File: src/rtl/vdp_blender_pipe_if.sv
// Pixel bus for vdp_blender_pipe: input pixel/control and blended output.
// Master drives pixels, slave (the blender) returns blended colour.
interface vdp_blender_pipe_if #(
  parameter int COMPONENT_BITS = 4,
  parameter int ALPHA_BITS     = 4
);
  localparam int W = ALPHA_BITS + 3 * COMPONENT_BITS;

  logic         in_valid;
  logic         stall;
  logic         source_layer_enabled;
  logic [W-1:0] source_color;
  logic [W-1:0] dest_color;
  logic [1:0]   blend_mode;
  logic         out_valid;
  logic [W-1:0] output_color;

  modport master (
    output in_valid, stall, source_layer_enabled, source_color, dest_color, blend_mode,
    input  out_valid, output_color
  );

  modport slave (
    input  in_valid, stall, source_layer_enabled, source_color, dest_color, blend_mode,
    output out_valid, output_color
  );
endinterface

File: src/rtl/vdp_blender_pipe.sv
// vdp_blender_pipe: 4-stage ARGB layer blender (S1 capture/weights, S2 multiply,
// S3 sum/clamp, S4 output). Output alpha is always the destination alpha.
// Optional feature macro VDP_BLENDER_MODES_EN: when defined, blend_mode selects
// alpha / additive / subtractive / source-over; when undefined only alpha
// blending is built and blend_mode is ignored (latency identical).
module vdp_blender_pipe #(
  parameter int COMPONENT_BITS = 4,
  parameter int ALPHA_BITS     = 4
) (
  input  logic                 clk,
  input  logic                 reset,
  vdp_blender_pipe_if.slave    bus
);

  localparam int CB = COMPONENT_BITS;
  localparam int AB = ALPHA_BITS;
  localparam int W  = AB + 3 * CB;
  localparam int PW = CB + AB + 1;   // component * weight product
  localparam int SW = PW + 1;        // sum of two products plus rounding

  localparam logic [AB:0]   A_ONE = (AB+1)'(1) << AB;
  localparam logic [SW-1:0] ROUND = SW'(1) << (AB - 1);
  localparam logic [CB-1:0] CMAX  = '1;

`ifdef VDP_BLENDER_MODES_EN
  typedef enum logic [1:0] {
    MODE_ALPHA = 2'b00,
    MODE_ADD   = 2'b01,
    MODE_SUB   = 2'b10,
    MODE_OVER  = 2'b11
  } mode_e;
`endif

  // ---------------- input-side weights ----------------
  logic [AB-1:0] a_s, a_d;
  logic          vis_d;
  logic [AB:0]   ws_d, dv_d, wd_d;

  // Source visibility and the source/destination blend weights
  always_comb begin
    a_s   = bus.source_color[W-1 -: AB];
    a_d   = bus.dest_color[W-1 -: AB];
    vis_d = bus.source_layer_enabled && (a_s != '0);
    ws_d  = vis_d ? ({1'b0, a_s} + (AB+1)'(1)) : '0;
    dv_d  = (a_d != '0) ? ({1'b0, a_d} + (AB+1)'(1)) : '0;
    wd_d  = (AB+1)'(({(AB+1)'(0), A_ONE - ws_d} * {(AB+1)'(0), dv_d}) >> AB);
  end

  // ---------------- stage registers ----------------
  logic          s1_valid_q;
  logic [AB:0]   s1_ws_q, s1_wd_q;
  logic [AB-1:0] s1_a_q;
  logic [CB-1:0] s1_src_q [3];
  logic [CB-1:0] s1_dst_q [3];

  logic          s2_valid_q;
  logic [AB-1:0] s2_a_q;
  logic [PW-1:0] s2_ps_q [3];
  logic [PW-1:0] s2_pd_q [3];

`ifdef VDP_BLENDER_MODES_EN
  logic          s1_vis_q, s2_vis_q;
  mode_e         s1_mode_q, s2_mode_q;
  logic [CB-1:0] s2_src_q [3];
  logic [CB-1:0] s2_dst_q [3];
`endif

  logic          s3_valid_q;
  logic [W-1:0]  s3_color_d, s3_color_q;
  logic          out_valid_q;
  logic [W-1:0]  out_color_q;

  // S1: capture pixel, weights and mode
  always_ff @(posedge clk or posedge reset) begin
    if (reset) begin
      s1_valid_q <= 1'b0;
      s1_ws_q    <= '0;
      s1_wd_q    <= '0;
      s1_a_q     <= '0;
      for (int unsigned i = 0; i < 3; i++) begin
        s1_src_q[i] <= '0;
        s1_dst_q[i] <= '0;
      end
`ifdef VDP_BLENDER_MODES_EN
      s1_vis_q  <= 1'b0;
      s1_mode_q <= MODE_ALPHA;
`endif
    end else if (!bus.stall) begin
      s1_valid_q <= bus.in_valid;
      s1_ws_q    <= ws_d;
      s1_wd_q    <= wd_d;
      s1_a_q     <= a_d;
      for (int unsigned i = 0; i < 3; i++) begin
        s1_src_q[i] <= bus.source_color[i*CB +: CB];
        s1_dst_q[i] <= bus.dest_color[i*CB +: CB];
      end
`ifdef VDP_BLENDER_MODES_EN
      s1_vis_q  <= vis_d;
      s1_mode_q <= mode_e'(bus.blend_mode);
`endif
    end
  end

  // S2: per-component weighted products
  always_ff @(posedge clk or posedge reset) begin
    if (reset) begin
      s2_valid_q <= 1'b0;
      s2_a_q     <= '0;
      for (int unsigned i = 0; i < 3; i++) begin
        s2_ps_q[i] <= '0;
        s2_pd_q[i] <= '0;
      end
`ifdef VDP_BLENDER_MODES_EN
      s2_vis_q  <= 1'b0;
      s2_mode_q <= MODE_ALPHA;
      for (int unsigned i = 0; i < 3; i++) begin
        s2_src_q[i] <= '0;
        s2_dst_q[i] <= '0;
      end
`endif
    end else if (!bus.stall) begin
      s2_valid_q <= s1_valid_q;
      s2_a_q     <= s1_a_q;
      for (int unsigned i = 0; i < 3; i++) begin
        s2_ps_q[i] <= PW'(s1_src_q[i]) * PW'(s1_ws_q);
        s2_pd_q[i] <= PW'(s1_dst_q[i]) * PW'(s1_wd_q);
      end
`ifdef VDP_BLENDER_MODES_EN
      s2_vis_q  <= s1_vis_q;
      s2_mode_q <= s1_mode_q;
      for (int unsigned i = 0; i < 3; i++) begin
        s2_src_q[i] <= s1_src_q[i];
        s2_dst_q[i] <= s1_dst_q[i];
      end
`endif
    end
  end

  // S3 combinational: rounded sum, clamp, and per-mode component select
  logic [CB+1:0] blend_sum [3];
  logic [CB-1:0] comp_alpha [3];
`ifdef VDP_BLENDER_MODES_EN
  logic [CB-1:0] s_eff [3];
  logic [CB:0]   add_sum [3];
  logic [CB-1:0] comp_res [3];
`endif

  // Blend each component and reassemble {A,R,G,B} with destination alpha
  always_comb begin
    s3_color_d = '0;
    for (int unsigned i = 0; i < 3; i++) begin
      blend_sum[i]  = (CB+2)'((SW'(s2_ps_q[i]) + SW'(s2_pd_q[i]) + ROUND) >> AB);
      comp_alpha[i] = (blend_sum[i] > (CB+2)'(CMAX)) ? CMAX : blend_sum[i][CB-1:0];
`ifdef VDP_BLENDER_MODES_EN
      s_eff[i]   = s2_vis_q ? s2_src_q[i] : '0;
      add_sum[i] = {1'b0, s2_dst_q[i]} + {1'b0, s_eff[i]};
      comp_res[i] = comp_alpha[i];
      case (s2_mode_q)
        MODE_ADD:  comp_res[i] = add_sum[i][CB] ? CMAX : add_sum[i][CB-1:0];
        MODE_SUB:  comp_res[i] = (s2_dst_q[i] >= s_eff[i]) ? (s2_dst_q[i] - s_eff[i]) : '0;
        MODE_OVER: comp_res[i] = s2_vis_q ? s2_src_q[i] : s2_dst_q[i];
        default:   comp_res[i] = comp_alpha[i];
      endcase
      s3_color_d[i*CB +: CB] = comp_res[i];
`else
      s3_color_d[i*CB +: CB] = comp_alpha[i];
`endif
    end
    s3_color_d[W-1 -: AB] = s2_a_q;
  end

  // S3: register blended colour
  always_ff @(posedge clk or posedge reset) begin
    if (reset) begin
      s3_valid_q <= 1'b0;
      s3_color_q <= '0;
    end else if (!bus.stall) begin
      s3_valid_q <= s2_valid_q;
      s3_color_q <= s3_color_d;
    end
  end

  // S4: output register; colour only advances on a valid pixel so bubbles hold it
  always_ff @(posedge clk or posedge reset) begin
    if (reset) begin
      out_valid_q <= 1'b0;
      out_color_q <= '0;
    end else if (!bus.stall) begin
      out_valid_q <= s3_valid_q;
      if (s3_valid_q) begin
        out_color_q <= s3_color_q;
      end
    end
  end

  assign bus.out_valid    = out_valid_q;
  assign bus.output_color = out_color_q;

endmodule

File: src/flat_wrapper.sv
// flat-port wrapper written by rule: the top's interface ports become plain ports
module vdp_blender_pipe_flat 
#(
  parameter int COMPONENT_BITS = 4,
  parameter int ALPHA_BITS     = 4
)
  (clk, reset, bus_in_valid, bus_stall, bus_source_layer_enabled, bus_source_color, bus_dest_color, bus_blend_mode, bus_out_valid, bus_output_color);
  vdp_blender_pipe_if #(.COMPONENT_BITS(COMPONENT_BITS), .ALPHA_BITS(ALPHA_BITS)) bus_i ();
  input  logic clk;
  input  logic reset;
  input wire logic [$bits(bus_i.in_valid)-1:0] bus_in_valid;
  input wire logic [$bits(bus_i.stall)-1:0] bus_stall;
  input wire logic [$bits(bus_i.source_layer_enabled)-1:0] bus_source_layer_enabled;
  input wire logic [$bits(bus_i.source_color)-1:0] bus_source_color;
  input wire logic [$bits(bus_i.dest_color)-1:0] bus_dest_color;
  input wire logic [$bits(bus_i.blend_mode)-1:0] bus_blend_mode;
  output wire logic [$bits(bus_i.out_valid)-1:0] bus_out_valid;
  output wire logic [$bits(bus_i.output_color)-1:0] bus_output_color;
  assign bus_i.in_valid = bus_in_valid;
  assign bus_i.stall = bus_stall;
  assign bus_i.source_layer_enabled = bus_source_layer_enabled;
  assign bus_i.source_color = bus_source_color;
  assign bus_i.dest_color = bus_dest_color;
  assign bus_i.blend_mode = bus_blend_mode;
  assign bus_out_valid = bus_i.out_valid;
  assign bus_output_color = bus_i.output_color;
  vdp_blender_pipe #(.COMPONENT_BITS(COMPONENT_BITS), .ALPHA_BITS(ALPHA_BITS)) u_core (.clk(clk), .reset(reset), .bus(bus_i));
endmodule
File: config.mk
export PLATFORM = sky130hd
export DESIGN_NAME = vdp_blender_pipe_flat
export DESIGN_NICKNAME = d
export VERILOG_FILES = /design/src/rtl/vdp_blender_pipe_if.sv /design/src/rtl/vdp_blender_pipe.sv /design/src/flat_wrapper.sv
export SDC_FILE = /design/constraint.sdc
export NUM_CORES = 1
export LEC_CHECK = 0
export CORE_MARGIN = 2
export CORE_UTILIZATION = 35
export CTS_BUF_LIST = sky130_fd_sc_hd__clkbuf_4 sky130_fd_sc_hd__clkbuf_8 sky130_fd_sc_hd__clkbuf_16
export CTS_CLUSTER_SIZE = 40
export DETAILED_ROUTE_END_ITERATION = 6
export SLEW_MARGIN = 40
export SYNTH_ARGS = -nofsm -noshare
export SYNTH_HDL_FRONTEND = slang
export SYNTH_SLANG_ARGS = --single-unit
File: constraint.sdc
create_clock -name clk -period 5.3 [get_ports clk]
set_input_delay 0.53 -clock clk [delete_from_list [all_inputs] [get_ports clk]]
set_output_delay 0.53 -clock clk [all_outputs]
set_load 0.005 [all_outputs]
### Yosys cells after proc, flatten, opt, wreduce, memory -nomap -nowiden

Index checks and enable logic that the tools add are counted.

| word-level totals | value |
|---|---|
| flip-flop bits (word level) | 132 |

| cells by class | value |
|---|---|
| order comparisons | 3 |
| add/subtract/negate cells | 9 |
| bitwise gates (word level) | 1 |
| $mul | 7 |
| mux-type cells | 5 |
| reductions and logical operators | 4 |

Operators with widths:

| cell | count |
|---|---|
| multiplier 4 x 5 -> 9 bit | 6 |
| adder 10 x 4 -> 10 bit (second input constant) | 3 |
| adder 9 x 9 -> 10 bit | 3 |
| greater-than comparator 6 x 4 -> 1 bit (second input constant) | 3 |
| 2-to-1 mux 4 bit | 3 |
| adder 4 x 1 -> 5 bit (second input constant) | 2 |
| 2-to-1 mux 5 bit | 2 |
| multiplier 5 x 5 -> 9 bit | 1 |
| nonzero test 4 bit | 2 |
| subtractor 5 bit (first input constant) | 1 |
| AND reduction 2 bit | 1 |
| logical AND 1 bit | 1 |
| inverter 1 bit | 1 |

### Longest topological paths before layout

Gate-level depths: netlist of the first run.

| depth | value |
|---|---|
| depth in word-level cells | 5 |
| depth in mapped cells | 19 |
| mapped depth without buffers | 19 |

### Worst setup path after synthesis of the first run

Ideal clock, no wire load.

| timing | value |
|---|---|
| path type | input-to-reg |
| from | in bus_source_color[12] |
| to | reg u_core.s1_wd_q[4] |
| arrival time | 4.590 ns |
| library setup time | 0.137 ns |
| cell stages on the path | 18 |
| path slack | 0.573 ns |
| buffers on the path | 0 |
| cells stage by stage | inv_1 ha_1 or3b_2 nand3_2 ha_1 xnor2_1 or2_2 fa_1 fa_1 fa_1 inv_1 ha_1 o21ai_0 nand2b_1 and3_1 and3_1 o21ai_0 o311ai_1 |

| between the ends | value |
|---|---|
| cells in the longest elaborated chain, start to end | 5 |

Ends and longest elaborated chain:

| element | RTL line | RTL |
|---|---|---|
| start: declaration | flat_wrapper.sv:14 | `input wire logic [$bits(bus_i.source_color)-1:0] bus_source_color;` |
| branches (longest 2 deep; another with adder 4 x 1 -> 5 bit) | n/a |  |
| 2-to-1 mux 5 bit (*) | vdp_blender_pipe.sv:44 | `ws_d = vis_d ? ({1'b0, a_s} + (AB+1)'(1)) : '0;` |
| subtractor 5 bit (*) | vdp_blender_pipe.sv:46 | `wd_d = (AB+1)'(({(AB+1)'(0), A_ONE - ws_d} * {(AB+1)'(0), dv_d}) >> AB);` |
| multiplier 5 x 5 -> 9 bit (*) | vdp_blender_pipe.sv:46 |  |
| end signal: assignment | vdp_blender_pipe.sv:91 | `s1_wd_q <= wd_d;` |
| end: declaration | vdp_blender_pipe.sv:51 | `logic [AB:0] s1_ws_q, s1_wd_q;` |

Mark *: on every way between the ends.
A chain may end at the register's enable or synchronous reset.

### Worst setup path in the final report of the first run

| timing | value |
|---|---|
| from | in bus_source_color[13] |
| to | reg u_core.s1_wd_q[4] |

Same word-level chain as after synthesis.

==> results of run 1 <==
[final timing paths]
check	to	slack (ns)	depth (start not counted)
hold / removal	u_core.bus.output_color[5]	0.48	2
max in group asynchronous	u_core.s2_ps_q[5]	3.74	3
hold reg to reg	u_core.bus.output_color[5]	0.48	2
setup reg to reg	u_core.s2_ps_q[17]	1.75	11
min in group asynchronous	u_core.bus.output_color[6]	0.62	2
setup / recovery	u_core.s1_wd_q[4]	0.44	19
[critical path: cells and delay by family]
family	cells	cell delay, ns
adder cells (fa/ha/maj)	6	2.10
buffers and inverters	3	0.55
AO/OA/AOI/OAI	3	0.36
AND/OR/NAND/NOR	6	1.49
XOR/XNOR	1	0.10
[flip-flops by register name, indices dropped and copies added, names as in the netlist, 4 cells and up]
register,cells
u_core.s2_ps_q,27
u_core.s1_ws_q,5
u_core.s1_dst_q,12
u_core.s3_color_q,16
u_core.s2_a_q,4
u_core.s1_wd_q,5
u_core.s2_pd_q,27
u_core.s1_a_q,4
u_core.s1_src_q,12
u_core.bus.output_color,16
[cells by family (layout without fill, tap and decap cells)]
kind of cell / after synthesis / count (layout) / share of synthesized area (%)
adder cells (fa/ha/maj): 186 / 186 / 26.9
XOR/XNOR: 55 / 55 / 4.89
buffers and inverters: 135 / 204 / 5.19
AND/OR/NAND/NOR: 256 / 256 / 12.5
AO/OA/AOI/OAI: 159 / 159 / 10.1
multiplexers: 60 / 60 / 6.85
flip-flops: 132 / 132 / 33.6
[power by group through the flow]
stage / registers (mW) / clock network (mW) / logic [mW]
final: 1.48 / 1.23 / 1.81
after global routing: 1.53 / 1.31 / 2.12
after CTS: 1.49 / 1.26 / 1.85
after detailed placement: 1.51 / 0 / 1.82
after global placement: 1.51 / 0 / 1.81
after floorplan: 1.41 / 0 / 1.40
[per-layer routing]
layer	vias up	GRT usage (%)	share of wire, %
li1	3401	-	-
met2	67	24.7	48
met4	0	3.87	1.4
met3	16	2.97	2.5
met5	-	0	0
met1	3254	18.3	48
[stage by stage]
| step | setup TNS (ns) | area, µm² |
|---|---|---|
| 6_report | 0 | 11500 |
| 5_1_grt | 0 | 11500 |
| 4_1_cts | 0 | 11500 |
| 3_5_place_dp | -0.00338 | 10800 |
| 3_3_place_gp | 0 | 10800 |
| 2_1_floorplan | 0 | 9840 |
[placed cells by master, fill, tap and decap left out, types with 12 or more instances in the layout]
master	count
and2_1	64
o21bai_1	13
a2bb2oi_1	12
fa_1	43
o21ai_0	61
xnor2_1	31
inv_1	102
ha_1	143
dfrtp_1	132
nor2_1	30
xor2_1	24
buf_4	16
a21o_1	15
mux2_2	59
nand2_1	118
a21oi_1	35
clkdlybuf4s50_1	52
clkbuf_16	17
[final cells by class]
| type | instances | share of cell area [%] |
|---|---|---|
| clock buffer | 18 | 3.83 |
| timing repair buffer | 68 | 5.59 |
| sequential | 132 | 28.8 |
| clock inverter | 14 | 1.46 |
| inverter | 104 | 3.47 |
| multi-input combinational | 716 | 52.7 |
| tap | 378 | 4.13 |
==> flow_summary.toml, run 1 <==
[power]
p_switching_mw = 1.61
power_leakage_nw = 5.85
swShare_pct = 35.7
p_per_area_mw_per_mm2 = 395
ir_drop_uv = 159
p_seq_share_pct = 32.8
combPwrFrac_pct = 40.1
p_clk_share_pct = 27.1
intPower_mw = 2.91
fin_total_pwr_mw = 4.53

[route]
ant_nets = 0
avgViaCountPerCell = 4.71
drcViolationCount = 0
drt_iter0_markers = 236
wirelength_um = 19300
dr.pass1.iters = 4
routedWlPerCell_um = 13.5
num_vias = 6738

[synthesis]
synth_area_leaders = "dfrtp_1, ha_1, fa_1"
netlist.area_leader.share_pct = 33.6
synth_common_cells = "ha_1, dfrtp_1, nand2_1"
postSynth.asyncResetShare_pct = 100
syn_inst = 983
syn_area_mm2 = 0.00984
ys_seq_area_share_pct = 33.6
ys_ff_latch = 132
synth_edf_count = 0
synth_top_flop_cell = "dfrtp_1"
synth.largest_area_cell = "dfrtp_1"
yosysMostFrequentCell = "ha_1"
syn-num-nets = 1208
synth.avg_cell_area_um2 = 10.0
yosys_warnings = 0
synth_cell_types = 47

[clock_network]
cts_buffers = 17
clock-root-buffer = "clkbuf_16"
cts_max_path_buffers = 2
clk_pin_slew_ns = 0.07
cts_num_sinks = 132
worstSkewPairLatency_ns = 0.43
post_cts_buffers = 0
htree_levels = 4
cts_resized = 0
cts_tree = "done"
cts_hold_buf = 0

[finish]
antenna_cells = 0
instances_no_fill = 1430
nNetsFinal = 1264
multiInputGateArea_mm2 = 0.00603
seqCellArea_mm2 = 0.00330
n_fill_cell = 2719
utilization_pct = 41.3
drive_above_1_share_pct = 11.1
area_growth_pct = 16.4

[die]
start_util_pct = 35.5
die_area_mm2 = 0.0295
core_mm2 = 0.0277
io_pins = 56
rows = 61
die_w_um = 172
die_h_um = 172

[sta]
rsz0062_at_grt = "no"
min_period_ns = 4.86
slew-limit-headroom_pct = 47.7
hold_viol = 0
fin_worst_skew_ns = 0.0117
period_share_pct = 91.7
slew_viol_final = 0
fmax_mhz = 206
worst_pin_slew_ns = 0.785
holdWs_ns = 0.475
setup_ws_ns = 0.442
setup_viol = 0

[grt]
grt_pass1_wl_um = 33500
antenna_found_initial = 0
grt_max_degree = 100
grt_pass1_vias = 6889
grt.overflow.total = 0
grt_use_total_pct = 14.4

[worst_setup_path]
slowest_delay_ns = 0.54
timing.rr.start = "u_core.s1_ws_q[2]"
crit_start = "bus_source_color[13]"
worstSetupPathType = "input port to flip-flop"
cp_slowest_cell = "fa_1"
cp-end-kind = "flip-flop"
crit_chain = "clkdlybuf4s50_1 > inv_1 > ha_1 > or3b_2 > nand3_1 > ha_1 > xnor2_1 > or2_2 > fa_1 > fa_1 > fa_1 > inv_1 > ha_1 > nor3_1 > o21ai_0 > and3_1 > and3_1 > o21ai_0 > o311ai_1"
critPathRequiredTime_ns = 5.60
worst_ep_arrival_time_ns = 5.16
start_kind = "input port"
path_max_fanout = 4

[min_path]
min_from = "u_core.bus.output_color[5]"
worstHoldPathType = "flip-flop to flip-flop"

[placed_design]
dp_cells = 1398
hpwl_um = 14700
pre_cts_ws_ns = -0.00338
port_buffers = 53
gp_congestion = 0.824

[job]
cap_violations = 0

[outcome]
status = "completed"
No activity file was read; power rests on OpenSTA's default activity.
==> run 2, diff against run 1 <==
SKIP_CTS_REPAIR_TIMING = 1   (was not set)
==> results of run 2 <==
Final layout, timing and power as in run 1 (identical DEF).
==> run 3, diff against run 2 <==
GPL_ROUTABILITY_DRIVEN = 0   (was not set)
==> results of run 3 <==
Final layout, timing and power as in run 1 (identical DEF).
